**src/rtl/hazard_pkg.sv**
```systemverilog
// hazard_pkg
// Shared types and constants for the pipeline hazard controller.
//   hz_state_t : memory-wait sequencer states (RUN, WAIT, TIMEOUT)
//   FWD_*      : execute-stage operand forward selects
//   RES_LOAD   : result-source encoding that marks a load in E
package hazard_pkg;

  typedef enum logic [1:0] {
    RUN     = 2'b00,
    WAIT    = 2'b01,
    TIMEOUT = 2'b10
  } hz_state_t;

  localparam logic [1:0] FWD_RF  = 2'b00;
  localparam logic [1:0] FWD_MEM = 2'b10;
  localparam logic [1:0] FWD_WB  = 2'b01;

  localparam logic [1:0] RES_LOAD = 2'b01;

endpackage

```
**src/rtl/hazard_ctrl_forward_unit.sv**
```systemverilog
// forward_unit
// Combinational forward select for one execute-stage source operand.
// Ports:
//   rs          : source register read in E
//   rd_m, rd_w  : destination registers in M and W
//   reg_write_m : M will write rd_m
//   reg_write_w : W will write rd_w
//   sel         : FWD_MEM, FWD_WB or FWD_RF
module forward_unit
  import hazard_pkg::*;
#(
  parameter int REG_ADDR_WIDTH = 5
) (
  input  logic [REG_ADDR_WIDTH-1:0] rs,
  input  logic [REG_ADDR_WIDTH-1:0] rd_m,
  input  logic [REG_ADDR_WIDTH-1:0] rd_w,
  input  logic                      reg_write_m,
  input  logic                      reg_write_w,
  output logic [1:0]                sel
);

  // The younger result in M wins over W; x0 never carries a hazard.
  always_comb begin
    sel = FWD_RF;
    if (reg_write_m && (rd_m != '0) && (rd_m == rs)) begin
      sel = FWD_MEM;
    end else if (reg_write_w && (rd_w != '0) && (rd_w == rs)) begin
      sel = FWD_WB;
    end
  end

endmodule

```
**src/rtl/hazard_ctrl.sv**
```systemverilog
// hazard_ctrl
// Hazard and sequencing controller for the five-stage core: stall/flush
// controls for the pipeline registers, ALU operand forward selects, a
// data-memory wait sequencer with sticky timeout, and a stall-cycle counter.
//
// Build option HAZARD_FWD_EN:
//   defined   - forwarding from M/W into E; only load-use stalls.
//   undefined - forward selects tied to FWD_RF; any D source matching a
//               writing rdE/rdM stalls like a load-use (W is covered by the
//               register file writing on the falling edge).
//
// Ports:
//   clk_i, rst_i                  clock, async active-high reset
//   rs1D_i, rs2D_i                decode-stage sources
//   rs1E_i, rs2E_i, rdE_i         execute-stage sources / destination
//   rdM_i, rdW_i                  memory / writeback destinations
//   reg_write{E,M,W}_i            register-write enables per stage
//   result_srcE_i                 result select in E (RES_LOAD = load)
//   pc_srcE_i                     taken branch/jump resolved in E
//   mem_accessM_i, mem_ready_i    data-memory access in M / completion
//   forward_aE_o, forward_bE_o    ALU operand forward selects
//   stall{F,D,E,M}_o              hold the register feeding that stage
//   flush{D,E,W}_o                bubble into that stage's register
//   mem_timeout_o                 sticky data-memory timeout
//   stall_count_o                 saturating count of stalled cycles
module hazard_ctrl
  import hazard_pkg::*;
#(
  parameter int REG_ADDR_WIDTH  = 5,
  parameter int MAX_WAIT_CYCLES = 16,
  parameter int PERF_WIDTH      = 32
) (
  input  logic                      clk_i,
  input  logic                      rst_i,
  input  logic [REG_ADDR_WIDTH-1:0] rs1D_i,
  input  logic [REG_ADDR_WIDTH-1:0] rs2D_i,
  input  logic [REG_ADDR_WIDTH-1:0] rs1E_i,
  input  logic [REG_ADDR_WIDTH-1:0] rs2E_i,
  input  logic [REG_ADDR_WIDTH-1:0] rdE_i,
  input  logic [REG_ADDR_WIDTH-1:0] rdM_i,
  input  logic [REG_ADDR_WIDTH-1:0] rdW_i,
  input  logic                      reg_writeE_i,
  input  logic                      reg_writeM_i,
  input  logic                      reg_writeW_i,
  input  logic [1:0]                result_srcE_i,
  input  logic                      pc_srcE_i,
  input  logic                      mem_accessM_i,
  input  logic                      mem_ready_i,
  output logic [1:0]                forward_aE_o,
  output logic [1:0]                forward_bE_o,
  output logic                      stallF_o,
  output logic                      stallD_o,
  output logic                      stallE_o,
  output logic                      stallM_o,
  output logic                      flushD_o,
  output logic                      flushE_o,
  output logic                      flushW_o,
  output logic                      mem_timeout_o,
  output logic [PERF_WIDTH-1:0]     stall_count_o
);

  localparam int WAIT_W = $clog2(MAX_WAIT_CYCLES + 1);
  localparam logic [WAIT_W-1:0] WAIT_LAST = WAIT_W'(MAX_WAIT_CYCLES - 1);

  hz_state_t         state;
  logic [WAIT_W-1:0] wait_count;
  logic [1:0]        fwd_a;
  logic [1:0]        fwd_b;
  logic              load_use;
  logic              data_hazard;
  logic              mem_stall;
  logic              hz_stall;
  logic              redirect;
  logic              any_stall;

  forward_unit #(.REG_ADDR_WIDTH(REG_ADDR_WIDTH)) u_fwd_a (
    .rs          (rs1E_i),
    .rd_m        (rdM_i),
    .rd_w        (rdW_i),
    .reg_write_m (reg_writeM_i),
    .reg_write_w (reg_writeW_i),
    .sel         (fwd_a)
  );

  forward_unit #(.REG_ADDR_WIDTH(REG_ADDR_WIDTH)) u_fwd_b (
    .rs          (rs2E_i),
    .rd_m        (rdM_i),
    .rd_w        (rdW_i),
    .reg_write_m (reg_writeM_i),
    .reg_write_w (reg_writeW_i),
    .sel         (fwd_b)
  );

  assign load_use = (result_srcE_i == RES_LOAD) && (rdE_i != '0) &&
                    ((rdE_i == rs1D_i) || (rdE_i == rs2D_i));

`ifdef HAZARD_FWD_EN
  assign data_hazard  = load_use;
  assign forward_aE_o = rst_i ? FWD_RF : fwd_a;
  assign forward_bE_o = rst_i ? FWD_RF : fwd_b;
`else
  // Without forwarding every in-flight E/M writer must reach the register
  // file before D may read it.
  assign data_hazard = load_use ||
    (reg_writeE_i && (rdE_i != '0) && ((rdE_i == rs1D_i) || (rdE_i == rs2D_i))) ||
    (reg_writeM_i && (rdM_i != '0) && ((rdM_i == rs1D_i) || (rdM_i == rs2D_i)));
  assign forward_aE_o = FWD_RF;
  assign forward_bE_o = FWD_RF;
`endif

  // Controls are forced idle while reset is held so the pipeline sees a
  // clean state even if the memory side is still mid-access.
  assign mem_stall = !rst_i &&
                     (((state == RUN) && mem_accessM_i && !mem_ready_i) ||
                      ((state == WAIT) && !mem_ready_i) ||
                      (state == TIMEOUT));

  // A memory freeze dominates everything; a redirect cancels the load-use
  // stall since the stalled instruction is being squashed anyway.
  assign hz_stall = !rst_i && data_hazard && !pc_srcE_i && !mem_stall;
  assign redirect = !rst_i && pc_srcE_i && !mem_stall;

  assign stallF_o = mem_stall || hz_stall;
  assign stallD_o = mem_stall || hz_stall;
  assign stallE_o = mem_stall;
  assign stallM_o = mem_stall;
  assign flushW_o = mem_stall;
  assign flushD_o = redirect;
  assign flushE_o = redirect || hz_stall;

  assign any_stall = stallF_o || stallD_o || stallE_o || stallM_o;

  // Memory-wait sequencer: wait_count holds the number of stalled cycles of
  // the current access, so the access that would exceed MAX_WAIT_CYCLES
  // lands in TIMEOUT, which only reset leaves.
  always_ff @(posedge clk_i or posedge rst_i) begin
    if (rst_i) begin
      state         <= RUN;
      wait_count    <= '0;
      mem_timeout_o <= 1'b0;
    end else begin
      case (state)
        RUN: begin
          if (mem_accessM_i && !mem_ready_i) begin
            if (MAX_WAIT_CYCLES <= 1) begin
              state         <= TIMEOUT;
              mem_timeout_o <= 1'b1;
            end else begin
              state      <= WAIT;
              wait_count <= WAIT_W'(1);
            end
          end
        end
        WAIT: begin
          if (mem_ready_i) begin
            state      <= RUN;
            wait_count <= '0;
          end else if (wait_count >= WAIT_LAST) begin
            state         <= TIMEOUT;
            wait_count    <= WAIT_W'(MAX_WAIT_CYCLES);
            mem_timeout_o <= 1'b1;
          end else begin
            wait_count <= wait_count + WAIT_W'(1);
          end
        end
        TIMEOUT: begin
          state <= TIMEOUT;
        end
        default: begin
          state <= RUN;
        end
      endcase
    end
  end

  // Saturating performance counter of stalled cycles.
  always_ff @(posedge clk_i or posedge rst_i) begin
    if (rst_i) begin
      stall_count_o <= '0;
    end else if (any_stall && (stall_count_o != '1)) begin
      stall_count_o <= stall_count_o + PERF_WIDTH'(1);
    end
  end

endmodule

```
**config.mk**
```make
export PLATFORM = sky130hd
export DESIGN_NAME = hazard_ctrl
export DESIGN_NICKNAME = d
export VERILOG_FILES = /design/src/rtl/hazard_pkg.sv /design/src/rtl/hazard_ctrl_forward_unit.sv /design/src/rtl/hazard_ctrl.sv
export SDC_FILE = /design/constraint.sdc
export NUM_CORES = 1
export LEC_CHECK = 0
export BUFFER_PORTS_ARGS = -buffer_cell sky130_fd_sc_hd__buf_2
export CAP_MARGIN = 25
export CORE_MARGIN = 5
export CORE_UTILIZATION = 50
export DETAILED_ROUTE_END_ITERATION = 6
export GPL_TIMING_DRIVEN = 0
export PLACE_DENSITY = 0.8
export RECOVER_POWER = 50
export SYNTH_ARGS = -nofsm -noshare
export SYNTH_HDL_FRONTEND = slang
export SYNTH_HIERARCHICAL = 1
export SYNTH_SLANG_ARGS = --single-unit
```
**constraint.sdc**
```tcl
create_clock -name clk_i -period 3.18 [get_ports clk_i]
set_input_delay 0.636 -clock clk_i [delete_from_list [all_inputs] [get_ports clk_i]]
set_output_delay 0.636 -clock clk_i [all_outputs]
set_load 0.02 [all_outputs]
```
Yosys cells after proc, flatten, opt, wreduce, memory -nomap -nowiden
Cells that the tools add are included.

Register bits: 40. Latch bits: 0. RAM bits: 0. Memory bits (read-only): 0. Input port bits: 45. Output and inout port bits: 44. Logic and storage cells: 64. Memories: 0.

Add/subtract/negate cells: 2. Multipliers: 0. Divide/modulo/power cells: 0. Magnitude comparators: 1. Eq/ne operators: 10. Shift-type cells: 0. Mux-type cells: 8. Bitwise logic cells: 1. Reduce and logical (&&, ||, !) cells: 38.

Operators with widths (count): $add 32x1->32 const B (1); $ne 32x32->1 const B (1); $eq 5x5->1 (4); $logic_and 1x1->1 (17); $mux 5 (3); $logic_or 1x1->1 (10); $pmux 5 s2 (1); $reduce_bool 5->1 (2); $mux 2 (3); $pmux 2 s3 (1); $add 5x1->5 const B (1); $ge 5x4->1 const B (1); $eq 2x1->1 const B (2); $logic_not 1->1 (4); $reduce_and 2->1 (2); $ne 3x2->1 const B (1); $reduce_and 3->1 (1); $eq 2x2->1 const B (1); $logic_not 2->1 (1); $ne 2x1->1 const B (1); $reduce_bool 2->1 (1); $not 1->1 (1).

Logic depth before layout (Yosys ltp)
Depth in word-level cells: 12. Depth in mapped cells: 8. Depth with buffers taken out: 7.

Worst setup path after synthesis
Ideal clock, no wire load.

Path kind: input to output. Start point: input port rst_i. End point: output port stallF_o. Data arrival time: 2.485 ns. Required time: 2.544 ns. Slack: 0.059 ns. Cell stages on the path: 6. Buffers on the path: 2. Cell sequence: inv_1 > and2_4 > a221oi_4 > buf_2 > inv_1 > buf_4.

Word-level cells in the longest chain between the ends: 5.

RTL lines: start: declaration (RTL line hazard_ctrl.sv:34) `input logic rst_i,`; $logic_not 1->1 (no source line) (*); $logic_and 1x1->1 (*) (RTL line hazard_ctrl.sv:113) `assign mem_stall = !rst_i &&`; via flushW_o (RTL line hazard_ctrl.sv:57) `output logic flushW_o,`; $logic_not 1->1 (RTL line hazard_ctrl.sv:120) `assign hz_stall = !rst_i && data_hazard && !pc_srcE_i && !mem_stall;`; $logic_and 1x1->1 (RTL line hazard_ctrl.sv:120); $logic_or 1x1->1 (*); end: declaration (RTL line hazard_ctrl.sv:51) `output logic stallF_o,`.

Mark *: on every way through the listed nets, which the timed path passes. The rest lies on a longest branch.

Final worst setup path
Start point: input port rdM_i[0]. End point: output port stallF_o.

Word-level cells in the longest chain between the ends: 8.

RTL lines: start: declaration (RTL line hazard_ctrl.sv:40) `input logic [REG_ADDR_WIDTH-1:0] rdM_i,`; $eq 5x5->1 / $reduce_bool 5->1 (equally long branches) (RTL line hazard_ctrl.sv:106) `(reg_writeM_i && (rdM_i != '0) && ((rdM_i == rs1D_i) || (rdM_i == rs2D_i)));`; $logic_or 1x1->1 / $logic_and 1x1->1 (equally long branches); $logic_and 1x1->1 (*) (RTL line hazard_ctrl.sv:106); $logic_or 1x1->1 (*) (RTL line hazard_ctrl.sv:105) `(reg_writeE_i && (rdE_i != '0) && ((rdE_i == rs1D_i) || (rdE_i == rs2D_i))) ||`; $logic_and 1x1->1 (*) (3 in series) (RTL line hazard_ctrl.sv:120); $logic_or 1x1->1 (*) (RTL line hazard_ctrl.sv:123) `assign stallF_o = mem_stall || hz_stall;`.

Mark *: on every way between the ends. The rest lies on a longest branch, timed or not.

==> summary.txt <==
Power and ir drop
  – Leak: 1.358 nW
  – Logic pwr share: 0.284
  – Clk pwr share: 0.234
  – Switching share of power: 0.3499
  – Maximum vdd drop: 352.7 uV
  – P_sw: 0.0004738 W
  – Internal power: 0.0008802 W
  – Seq pwr share: 0.482
  – P per Cell Area: 443.1 nW/um^2

Yosys
  – Post-synth EDFFs: 0
  – Post-synthesis area per instance: 10.33 um^2
  – Count leader, synth: dfrtp_1
  – Synth async-reset ratio: 1.000
  – Warnings, synthesis: 6
  – Register area share after synthesis: 0.3908
  – Mapped Cells: 248
  – Unique masters post-synth: 50
  – Most frequent cells after synthesis: 40 x dfrtp_1, 26 x xor2_1, 24 x xnor2_1, 21 x nand2_1, 13 x nor2_1
  – Largest area contributor in the netlist: dfrtp_1
  – Top area cells in the synthesized netlist: dfrtp_1 39%, xor2_1 8.9%, xnor2_1 8.2%
  – Synth Register Bits: 40
  – Synth top area share: 0.3908
  – Main flop type after synthesis: dfrtp_1
  – Netlist Area Pre-Place: 2561 um^2

Drt
  – Post-DRT Antenna Nets: 0
  – DR vias/cell: 5.227
  – Initial DRC Count: 121
  – DR pass1 iterations: 5
  – Final wirelength: 5767 um
  – Routed len/inst: 14.56 um
  – Total vias in the final route: 2070
  – DRC viols: 0

GRT
  – Total grt overflow: 0
  – GRT Overall Usage: 0.1887
  – Initial antenna violation count: 0
  – Largest net degree at the start of global routing: 43
  – Met1 global-route usage: 0.2319
  – Met2 Track Usage GR: 0.3257
  – Vias in the first global route: 2180
  – Grt met3 use: 0.03618
  – GRT Max-Usage Layer: met2
  – First-pass GRT wire length: 9825 um

Floorplanning
  – Die X: 81.57 um
  – I/O pin count: 89
  – CORE AREA: 5042 um^2
  – # rows: 26
  – Die H: 81.57 um
  – Initial core utilization: 0.5079
  – Die Area: 6654 um^2

Timing
  – Period utilization: 0.9148
  – Setup total negative slack: 0 ns
  – Hold slack final: 0.3933 ns
  – Max Freq: 343.8 MHz
  – RSZ-0062 raised after global routing: false
  – Post-route minimum period: 2.909 ns
  – Clk_skew: 0.006069 ns
  – Final count of negative-setup-slack endpoints: 0
  – Final WS setup: 0.2710 ns
  – Worst-Margin Slew: 0.5648 ns
  – Fin. Hold Viols: 0
  – Pins Over Slew Limit: 0
  – Relative slew slack: 0.6212

Clock network
  – # H-tree levels: 2
  – Clk slew on worst S/H paths: 0.07 ns
  – Inserted Clock Buffers: 5
  – Total setup buffers inserted after CTS: 0
  – Clock buffer depth: 2
  – CTS sink count: 40
  – CTS Root Cell: clkbuf_8
  – Clk_lat worst skew: 0.29 ns
  – CTS tree: done

Worst setup path
  – Worst Path Arrival: 2.27 ns
  – Worst path required time: 2.54 ns
  – CP cell instances: buf_2 > nor3_1 > a21oi_1 > a221oi_4 > buf_2 > inv_1 > buf_4 > buf_2
  – Slowest-stage cell, CP: a221oi_4
  – Critical path fanouts, max: 10
  – CP most frequent cell: buf_2
  – Cells on worst reg2reg path: 7
  – Critical Path Source: rdM_i[0]
  – Crit path kind: primary input to output port
  – Worst path bufs/invs: 5
  – WP depth: 8
  – Reg-to-reg startpoint: stall_count_o[0]
  – Top delay family on crit path: buffers and inverters
  – Crit start category: primary input
  – Crit end category: output port
  – CP max stage delay: 0.42 ns

Finish
  – Multi-input gate area: 1440 um^2
  – # fillers: 433
  – Share of cells above drive strength 1: 0.3067
  – Nets@finish: 374
  – Post-route cell area: 3055 um^2
  – P&R area growth vs syn: 19.30%
  – Reg area: 1001 um^2
  – ANT cells: 0

Place
  – Final GP Congestion: 0.8355
  – Dpl ws: 0.1203 ns
  – IO Port Bufs: 68
  – Post-DP HPWL: 4419 um
  – Post-Place Cell Area: 3000 um^2

Job
  – Max cap viols: 0

Min path
  – Hold WC Path Type: primary input to async pin

Run status
  – Status: complete, no violations
==> state kept, by name (all words and copies together) (netlist names) <==
signal	count
wait_count	5
state	2
stall_count_o	32
mem_timeout_o	1
==> logic make-up (layout without fill, tap and decap cells) <==
logic type | Yosys count | in the layout | synth area share
AO/OA/AOI/OAI | 23 | 23 | 0.06987
adder cells (fa/ha/maj) | 3 | 3 | 0.01466
buffers and inverters | 21 | 96 | 0.05129
XOR/XNOR | 50 | 50 | 0.1710
AND/OR/NAND/NOR | 106 | 106 | 0.2829
flip-flops | 40 | 40 | 0.3908
multiplexers | 4 | 4 | 0.01807
other | 1 | 4 | 0.001464
==> layout by cell type, fill, tap and decap left out, drive strengths merged, types with 3 or more instances in the layout <==
cell	count
buf	62
dfrtp	40
xor2	26
clkbuf	26
xnor2	24
nand2	21
nor3	15
nor2	14
nor4	10
nand4	10
nand3	7
inv	7
and3	6
a21oi	6
nor4b	6
o21ai	5
or3	4
conb	4
nor2b	3
ha	3
and4	3
==> power groups by stage <==
stage	combinational (W)	sequential [W]	clock [W]
finish	0.000385	0.000653	0.000316
CTS	0.000398	0.000652	0.000325
floorplan	0.000197	0.000716	0
global route	0.000421	0.000664	0.000343
detailed placement	0.000397	0.000661	0
global placement	0.000385	0.000655	0
==> routing by layer <==
| metal | vias to the layer above | share of wire |
|---|---|---|
| li1 | 1013 | - |
| met1 | 991 | 0.42 |
| met2 | 55 | 0.50 |
| met3 | 11 | 0.056 |
| met4 | 0 | 0.020 |
| met5 | - | 0 |
==> final timing paths <==
kind	slack, ns	end
min in group clk_i	0.49	mem_timeout_o
hold reg to reg	0.49	mem_timeout_o
hold / removal	0.39	stall_count_o[29]
max in group asynchronous	2.43	stall_count_o[31]
setup reg to reg	1.10	stall_count_o[20]
setup / recovery	0.27	stallF_o
==> through the flow <==
| stage | utilization | cells | total power [W] |
|---|---|---|---|
| floorplan | - | 251 | 0.0009136 |
| global placement | 0.5950 | 389 | 0.001041 |
| detailed placement | 0.5950 | 389 | 0.001057 |
| CTS | 0.6104 | 396 | 0.001375 |
| global route | 0.6060 | 396 | 0.001428 |
| finish | 0.6060 | 396 | 0.001354 |
==> area by class of cell <==
cell class                      count  area share
Clock buffer                        6     0.02375
Sequential cell                    40      0.3276
Timing Repair Buffer               68      0.1032
Multi-Input combinational cell    190      0.4713
Inverter                            7    0.009419
Clock inverter                      1    0.001638
Buffer                             14     0.03440
Tap cell                           70     0.02867
==> timing repair <==
action / 4_1_cts / 5_1_grt
hold buffers: 0 / 0
endpoints found under the setup margin: 0 / 1
gates resized for setup: 0 / 2
endpoints found under the hold margin: 0 / 0
No activity file was read; power rests on OpenSTA's default activity.
